--- config.mk ---
export PLATFORM = sky130hd
export DESIGN_NAME = mem_io_bridge
export DESIGN_NICKNAME = d
export VERILOG_FILES = /design/src/rtl/slc3_pkg.sv /design/src/rtl/sw_sync.sv /design/src/rtl/mem_io_bridge.sv
export SDC_FILE = /design/constraint.sdc
export NUM_CORES = 1
export LEC_CHECK = 0
export CELL_PAD_IN_SITES_DETAIL_PLACEMENT = 1
export CELL_PAD_IN_SITES_GLOBAL_PLACEMENT = 1
export CORE_MARGIN = 8
export CORE_UTILIZATION = 29
export DETAILED_ROUTE_END_ITERATION = 16
export HOLD_SLACK_MARGIN = 0.02
export PLACE_DENSITY = 0.87
export SYNTH_ARGS = -nofsm -noshare
export SYNTH_HDL_FRONTEND = slang
export SYNTH_SLANG_ARGS = --single-unit
--- constraint.sdc ---
create_clock -name Clk -period 2.1 [get_ports Clk]
set_input_delay 0.525 -clock Clk [delete_from_list [all_inputs] [get_ports Clk]]
set_output_delay 0.525 -clock Clk [all_outputs]
set_load 0.02 [all_outputs]
--- src/rtl/slc3_pkg.sv ---
// Shared definitions for the SLC-3 memory/IO bridge.
//   IO_ADDR        - memory-mapped switch/hex-display word
//   WORD_W         - CPU data and address width
//   MEM_ADDR_W     - board SRAM address width
//   bridge_state_t - bridge FSM states
package slc3_pkg;

  localparam logic [15:0] IO_ADDR    = 16'hFFFF;
  localparam int unsigned WORD_W     = 16;
  localparam int unsigned MEM_ADDR_W = 20;

  typedef enum logic [1:0] {
    IDLE,
    MEM_ACC,
    DONE
  } bridge_state_t;

endpackage

--- src/rtl/sw_sync.sv ---
// Two-flop synchronizer for asynchronous board inputs.
//   Clk   - system clock
//   Reset - synchronous active-high reset, both flops clear to 0
//   d_i   - asynchronous input bus
//   q_o   - synchronized output, two cycles behind d_i
module sw_sync #(
  parameter int unsigned Width = 16
) (
  input  logic             Clk,
  input  logic             Reset,
  input  logic [Width-1:0] d_i,
  output logic [Width-1:0] q_o
);

  logic [Width-1:0] meta_q;
  logic [Width-1:0] sync_q;

  always_ff @(posedge Clk) begin
    if (Reset) begin
      meta_q <= '0;
      sync_q <= '0;
    end else begin
      meta_q <= d_i;
      sync_q <= meta_q;
    end
  end

  assign q_o = sync_q;

endmodule

--- src/rtl/mem_io_bridge.sv ---
// LC-3 bus bridge to board SRAM plus the memory-mapped I/O word at IO_ADDR.
// One access at a time; SRAM accesses hold active-low strobes for WAIT_CYCLES
// cycles, I/O accesses complete in one cycle. Completion is a one-cycle ready.
// Optional feature: define SW_SYNC_EN to pass switches through a two-flop
// synchronizer before the I/O read mux.
// Ports:
//   Clk, Reset              - clock, synchronous active-high reset
//   req, we, addr, wdata    - CPU request (level), direction, word address, data
//   rdata, ready            - read data (held), completion pulse
//   mem_addr, mem_*_n       - SRAM address and active-low strobes
//   mem_dout, mem_dout_en   - SRAM write data and bus-drive enable
//   mem_din                 - SRAM read data
//   switches, hex_val       - board switches in, hex display word out
module mem_io_bridge
  import slc3_pkg::*;
#(
  parameter int unsigned WAIT_CYCLES = 2
) (
  input  logic                  Clk,
  input  logic                  Reset,
  input  logic                  req,
  input  logic                  we,
  input  logic [WORD_W-1:0]     addr,
  input  logic [WORD_W-1:0]     wdata,
  output logic [WORD_W-1:0]     rdata,
  output logic                  ready,
  output logic [MEM_ADDR_W-1:0] mem_addr,
  output logic                  mem_ce_n,
  output logic                  mem_oe_n,
  output logic                  mem_we_n,
  output logic                  mem_ub_n,
  output logic                  mem_lb_n,
  output logic [WORD_W-1:0]     mem_dout,
  output logic                  mem_dout_en,
  input  logic [WORD_W-1:0]     mem_din,
  input  logic [WORD_W-1:0]     switches,
  output logic [WORD_W-1:0]     hex_val
);

  // Counter counts down to 0, so an access spends WAIT_CYCLES cycles in MEM_ACC.
  localparam logic [3:0] CntLoad = 4'(WAIT_CYCLES - 1);

  logic [WORD_W-1:0] sw_val;

`ifdef SW_SYNC_EN
  sw_sync #(
    .Width(WORD_W)
  ) u_sw_sync (
    .Clk  (Clk),
    .Reset(Reset),
    .d_i  (switches),
    .q_o  (sw_val)
  );
`else
  assign sw_val = switches;
`endif

  bridge_state_t     state_q, state_d;
  logic [3:0]        cnt_q, cnt_d;
  logic              we_q, we_d;
  logic [WORD_W-1:0] wdata_q, wdata_d;
  logic [WORD_W-1:0] addr_q, addr_d;
  logic [WORD_W-1:0] rdata_q, rdata_d;
  logic [WORD_W-1:0] hex_q, hex_d;

  always_ff @(posedge Clk) begin
    if (Reset) begin
      state_q <= IDLE;
      cnt_q   <= '0;
      we_q    <= 1'b0;
      wdata_q <= '0;
      addr_q  <= '0;
      rdata_q <= '0;
      hex_q   <= '0;
    end else begin
      state_q <= state_d;
      cnt_q   <= cnt_d;
      we_q    <= we_d;
      wdata_q <= wdata_d;
      addr_q  <= addr_d;
      rdata_q <= rdata_d;
      hex_q   <= hex_d;
    end
  end

  always_comb begin
    state_d = state_q;
    cnt_d   = cnt_q;
    we_d    = we_q;
    wdata_d = wdata_q;
    addr_d  = addr_q;
    rdata_d = rdata_q;
    hex_d   = hex_q;

    unique case (state_q)
      IDLE: begin
        if (req) begin
          we_d    = we;
          wdata_d = wdata;
          if (addr == IO_ADDR) begin
            state_d = DONE;
            if (we) begin
              hex_d = wdata;
            end else begin
              rdata_d = sw_val;
            end
          end else begin
            // mem_addr only follows SRAM accesses; I/O accesses leave it alone.
            addr_d  = addr;
            cnt_d   = CntLoad;
            state_d = MEM_ACC;
          end
        end
      end
      MEM_ACC: begin
        if (cnt_q != 4'd0) begin
          cnt_d = cnt_q - 4'd1;
        end else begin
          if (!we_q) begin
            rdata_d = mem_din;
          end
          state_d = DONE;
        end
      end
      DONE: begin
        state_d = IDLE;
      end
      default: begin
        state_d = IDLE;
      end
    endcase
  end

  logic mem_acc;
  assign mem_acc = (state_q == MEM_ACC);

  assign mem_ce_n    = ~mem_acc;
  assign mem_ub_n    = ~mem_acc;
  assign mem_lb_n    = ~mem_acc;
  assign mem_oe_n    = ~(mem_acc & ~we_q);
  assign mem_we_n    = ~(mem_acc & we_q);
  assign mem_dout_en = mem_acc & we_q;
  assign mem_dout    = mem_dout_en ? wdata_q : '0;
  assign mem_addr    = {{(MEM_ADDR_W - WORD_W){1'b0}}, addr_q};
  assign ready       = (state_q == DONE);
  assign rdata       = rdata_q;
  assign hex_val     = hex_q;

endmodule

* Word-level counts from Yosys, hierarchy flattened
Cells that the tools add are included.
** Operators by class
- Mux-type cells :: 15
- Add/sub/neg operators :: 1
- Bitwise operators :: 7
- Reduce and logical (&&, ||, !) cells :: 9
- Equality and inequality tests :: 10
** Operators by type and width (count)
- 16-bit 2-to-1 mux :: 6
- 16-bit one-hot mux with 2 select lines :: 1
- 16-bit == test (second input constant) :: 1
- 4-bit 2-to-1 mux :: 3
- 2-bit != test (second input constant) :: 6
- 4-bit one-hot mux with 2 select lines :: 1
- 4-bit AND reduction :: 2
- 2-bit 2-to-1 mux :: 3
- 6-bit AND reduction :: 1
- 1-bit NOT :: 5
- 2-bit one-hot mux with 2 select lines :: 1
- 2-bit AND reduction :: 2
- 4-bit nonzero test :: 1
- 4-bit by 1-bit subtractor with 4-bit output (second input constant) :: 1
- 3-bit AND reduction :: 1
- 1-bit AND :: 2
- 2-bit by 1-bit == test with 1-bit output (second input constant) :: 1
- 2-bit == test (second input constant) :: 1
- 2-bit logical NOT :: 1
- 2-bit by 1-bit != test with 1-bit output (second input constant) :: 1
- 2-bit nonzero test :: 1
** Word-level totals
- Flip-flop bits (word level) :: 71
- Bits of input ports :: 68
- Word-level logic and storage cells :: 49

* Longest topological paths before layout
- Word-level depth :: 4
- Mapped depth :: 9
- Mapped depth without buffers :: 6

* Worst setup path after synthesis
No wires, ideal clock.
- Kind :: input port to flip-flop
- From :: in addr[7]
- To :: reg hex_q[11], in the netlist hex_val[11]
- Data required time :: 1.968 ns
- Setup slack :: 0.198 ns
- Data arrival time :: 1.770 ns
- Path buffers :: 2
- Library setup time :: 0.132 ns
- Cell stages on the path :: 6
- Cells stage by stage :: nand4_1 > or4_1 > clkbuf_1 > buf_4 > o21ai_0 > a21oi_1
** On the way
- Word-level cells in the longest chain between the ends :: 2
** RTL lines
- start: declaration :: RTL line mem_io_bridge.sv:23 : input logic [WORD_W-1:0] addr,
- 16-bit == test :: RTL line mem_io_bridge.sv:100 : if (addr == IO_ADDR) begin
- 4-bit AND reduction (no line)
- end signal: assignment :: RTL line mem_io_bridge.sv:74 : hex_q <= '0;
- end signal: assignment :: RTL line mem_io_bridge.sv:82 : hex_q <= hex_d;
- end: declaration :: RTL line mem_io_bridge.sv:64 : logic [WORD_W-1:0] hex_q, hex_d;
No other way between the ends.
A chain may end at the register's enable or synchronous reset.

* Final worst setup path
- From :: in addr[15]
- To :: reg hex_q[6], in the netlist hex_val[6]
Same word-level chain as after synthesis.

==> metrics.yaml <==
r2r-start: "cnt_q[0]"
initialDrtViolationCount: 207
powerDensity_nw_per_um2: 667
holdCritPathClass: "reg2reg"
crit_path_start_kind: "input pin"
grt.total_usage_pct: 16.5
p_leak_nw: 1.97
cts_buffers: 9
grt_pass1_vias: 3635
antenna_found_initial: 0
critPathArrivalTime_ps: 2290
status: "finished clean"
fin_crit_sh_pct: 98.6
whs_path_depth: 2
period_needed_ps: 2070
ir_drop_mv: 0.329
vias_per_cell: 5.00
critPathMaxFanout: 20
fp-row-count: 38
final_core_util_pct: 47.4
pin_count: 143
diodes: 0
ys_seq_area_share_pct: 45.2
fin_nets: 587
hold_end: "wdata_q[3]"
yosys_register_bits: 71
root_buffer: "clkbuf_8"
hpwl_microns: 9020
synthTopCellsByArea: "dfxtp_1, a21oi_1, nand2_1"
power.total_mw: 3.39
clock_power_share_pct: 32.0
worst_slack_ps: 29.0
core_sq_um: 10700
synth.distinct_cells: 41
whs_ps: 454
final_common_cell: "clkdlybuf4s50_1"
cp_data_required_time_ps: 2320
hp-start: "wdata_q[3]"
setup_viol: 0
die_area_sq_um: 14400
multi_input_area_sq_um: 1590
reg2reg_setup_slack_ps: 170
slew_viol_final: 0
crit_slowest_cell: "or4_4"
fin_cells: 662
grt_max_degree: 54
ff2ff_path_depth: 7
crit_chain: "clkdlybuf4s50_1 -> nand4_4 -> or4_4 -> buf_6 -> o21ai_0 -> a21oi_1"
vias: 3313
die_width_microns: 120
drt_wl_total_microns: 12100
cts_buffer_depth: 2
p_switching_uw: 979
avgSynthCellArea_sq_um: 8.54
final_layout_size_suffix_gt1_share_pct: 12.5
worstReg2RegEnd: "rdata[14]"
dr.pass1.iters: 4
grt.overflow.total: 0
finalHoldViolCount: 0
cp-end-kind: "flop"
final_cell_mix: "clkdlybuf4s50_1, dfxtp_1, a21oi_1"
initial_core_util_pct: 29.4
die_h_microns: 120
fill_cells: 1270
switching_share_pct: 28.9
cap_viol_max_count: 0
skew_ps: 12.8
ys_warn_count: 0
yosys.area.top_type: "dfxtp_1"
drcViolationCount: 0
h-tree-depth: 3
area_growth_pct: 61.5
io_buffers: 138
pwr-share-comb_pct: 24.4
tritoncts: "built"
slowest_delay_ps: 570
crit_type: "in2reg"
wl_per_cell_microns: 18.3
ant_nets: 0
clock_latency_ps: 340
fmax_mhz: 483
syn_area_sq_um: 3140
post_synth_inst_count: 368
place_inst: 638
grt_pass1_wl_microns: 19100
p_int_mw: 2.41
seqCellArea_sq_um: 1430
clkSlewWorstSetupHoldPaths_ps: 70
seq_power_share_pct: 43.6
clock_sinks: 71
synth_top_area_share_pct: 45.2
gp_congestion: 0.781
pre_cts_ws_ps: -405
-- registers in the layout (all words and copies together), names as in the netlist --
| signal | count |
|---|---|
| addr_q | 16 |
| wdata_q | 16 |
| hex_val | 16 |
| state_q | 2 |
| rdata | 16 |
| we_q | 1 |
| cnt_q | 4 |
-- power by group through the flow --
stage	Combinational, mW	Sequential (mW)	Clock, mW
after floorplan	0.355	1.55	0
after global placement	0.771	1.49	0
after detailed placement	0.801	1.50	0
after CTS	0.812	1.47	1.11
after global routing	0.893	1.48	1.18
final	0.826	1.48	1.08
-- critical path, delay by kind of cell --
| family | cells | cell delay (ps) |
|---|---|---|
| AOI/OAI and AO/OA | 2 | 280 |
| and+or+nand+nor | 2 | 760 |
| buffers and inverters | 2 | 720 |
-- Yosys cell counts (all sizes together) --
| cell | n |
|---|---|
| a211oi | 17 |
| a21oi | 68 |
| a22oi | 1 |
| a31oi | 2 |
| and2 | 2 |
| and3 | 16 |
| buf | 20 |
| clkbuf | 20 |
| conb | 1 |
| dfxtp | 71 |
| ha | 2 |
| inv | 4 |
| mux2i | 16 |
| nand2 | 52 |
| nand2b | 1 |
| nand3 | 32 |
| nand3b | 1 |
| nand4 | 4 |
| nor2 | 4 |
| nor2b | 3 |
| nor3 | 3 |
| nor3b | 2 |
| nor4 | 1 |
| o211ai | 1 |
| o21ai | 16 |
| o32ai | 1 |
| o41ai | 2 |
| or3 | 2 |
| or3b | 2 |
| or4 | 1 |
-- cell families after synthesis --
kind of cell	synth area share (%)
multiplexers	5.10
AND/OR/NAND/NOR	20.7
other	0.119
AO/OA/AOI/OAI	20.4
flip-flops	45.2
adder cells (fa/ha/maj)	0.796
buffers and inverters	7.73
-- stage by stage --
step	instance area, sq um	TNS (ps)
global placement	4780	-13370
detailed placement	4780	-17000
finish	5070	0
global route	5070	-48.6
CTS	5010	0
floorplan	3150	0
-- area by class of cell --
class	count	share of cell area [%]
repair buffers	172	32.9
multi-input cells	259	31.4
clock inverters	3	0.838
well taps	140	3.45
flip-flops and latches	71	28.1
inverters	4	0.345
clock buffers	13	2.93
-- what timing repair did --
action                                  4_1_cts  5_1_grt
buffers inserted                              1        3
resized for setup                            32       15
pin swaps                                     0        3
gates cloned                                  3        1
endpoints found under the setup margin       33       24
hold buffers                                  0        0
-- metal layers --
| layer | track usage, % | vias to the layer above | part of all wire, % |
|---|---|---|---|
| met4 | 5.00 | 0 | 1.6 |
| met1 | 18.9 | 1591 | 41 |
| met3 | 5.73 | 18 | 7.4 |
| met5 | 0 | - | 0 |
| li1 | - | 1591 | - |
| met2 | 28.4 | 113 | 50 |
-- worst max path at each step --
stage                   to  slack [ps]  depth (start not counted)     start
5_1_grt          rdata[10]         -10                          8   addr[0]
2_1_floorplan  hex_val[11]         200                          6   addr[7]
6_report        hex_val[6]          30                          6  addr[15]
3_3_place_gp   hex_val[14]        -320                          6  addr[15]
3_5_place_dp   hex_val[11]        -410                          6   addr[6]
4_1_cts         hex_val[5]           2                          6   addr[6]
No activity file was read; power rests on OpenSTA's default activity.
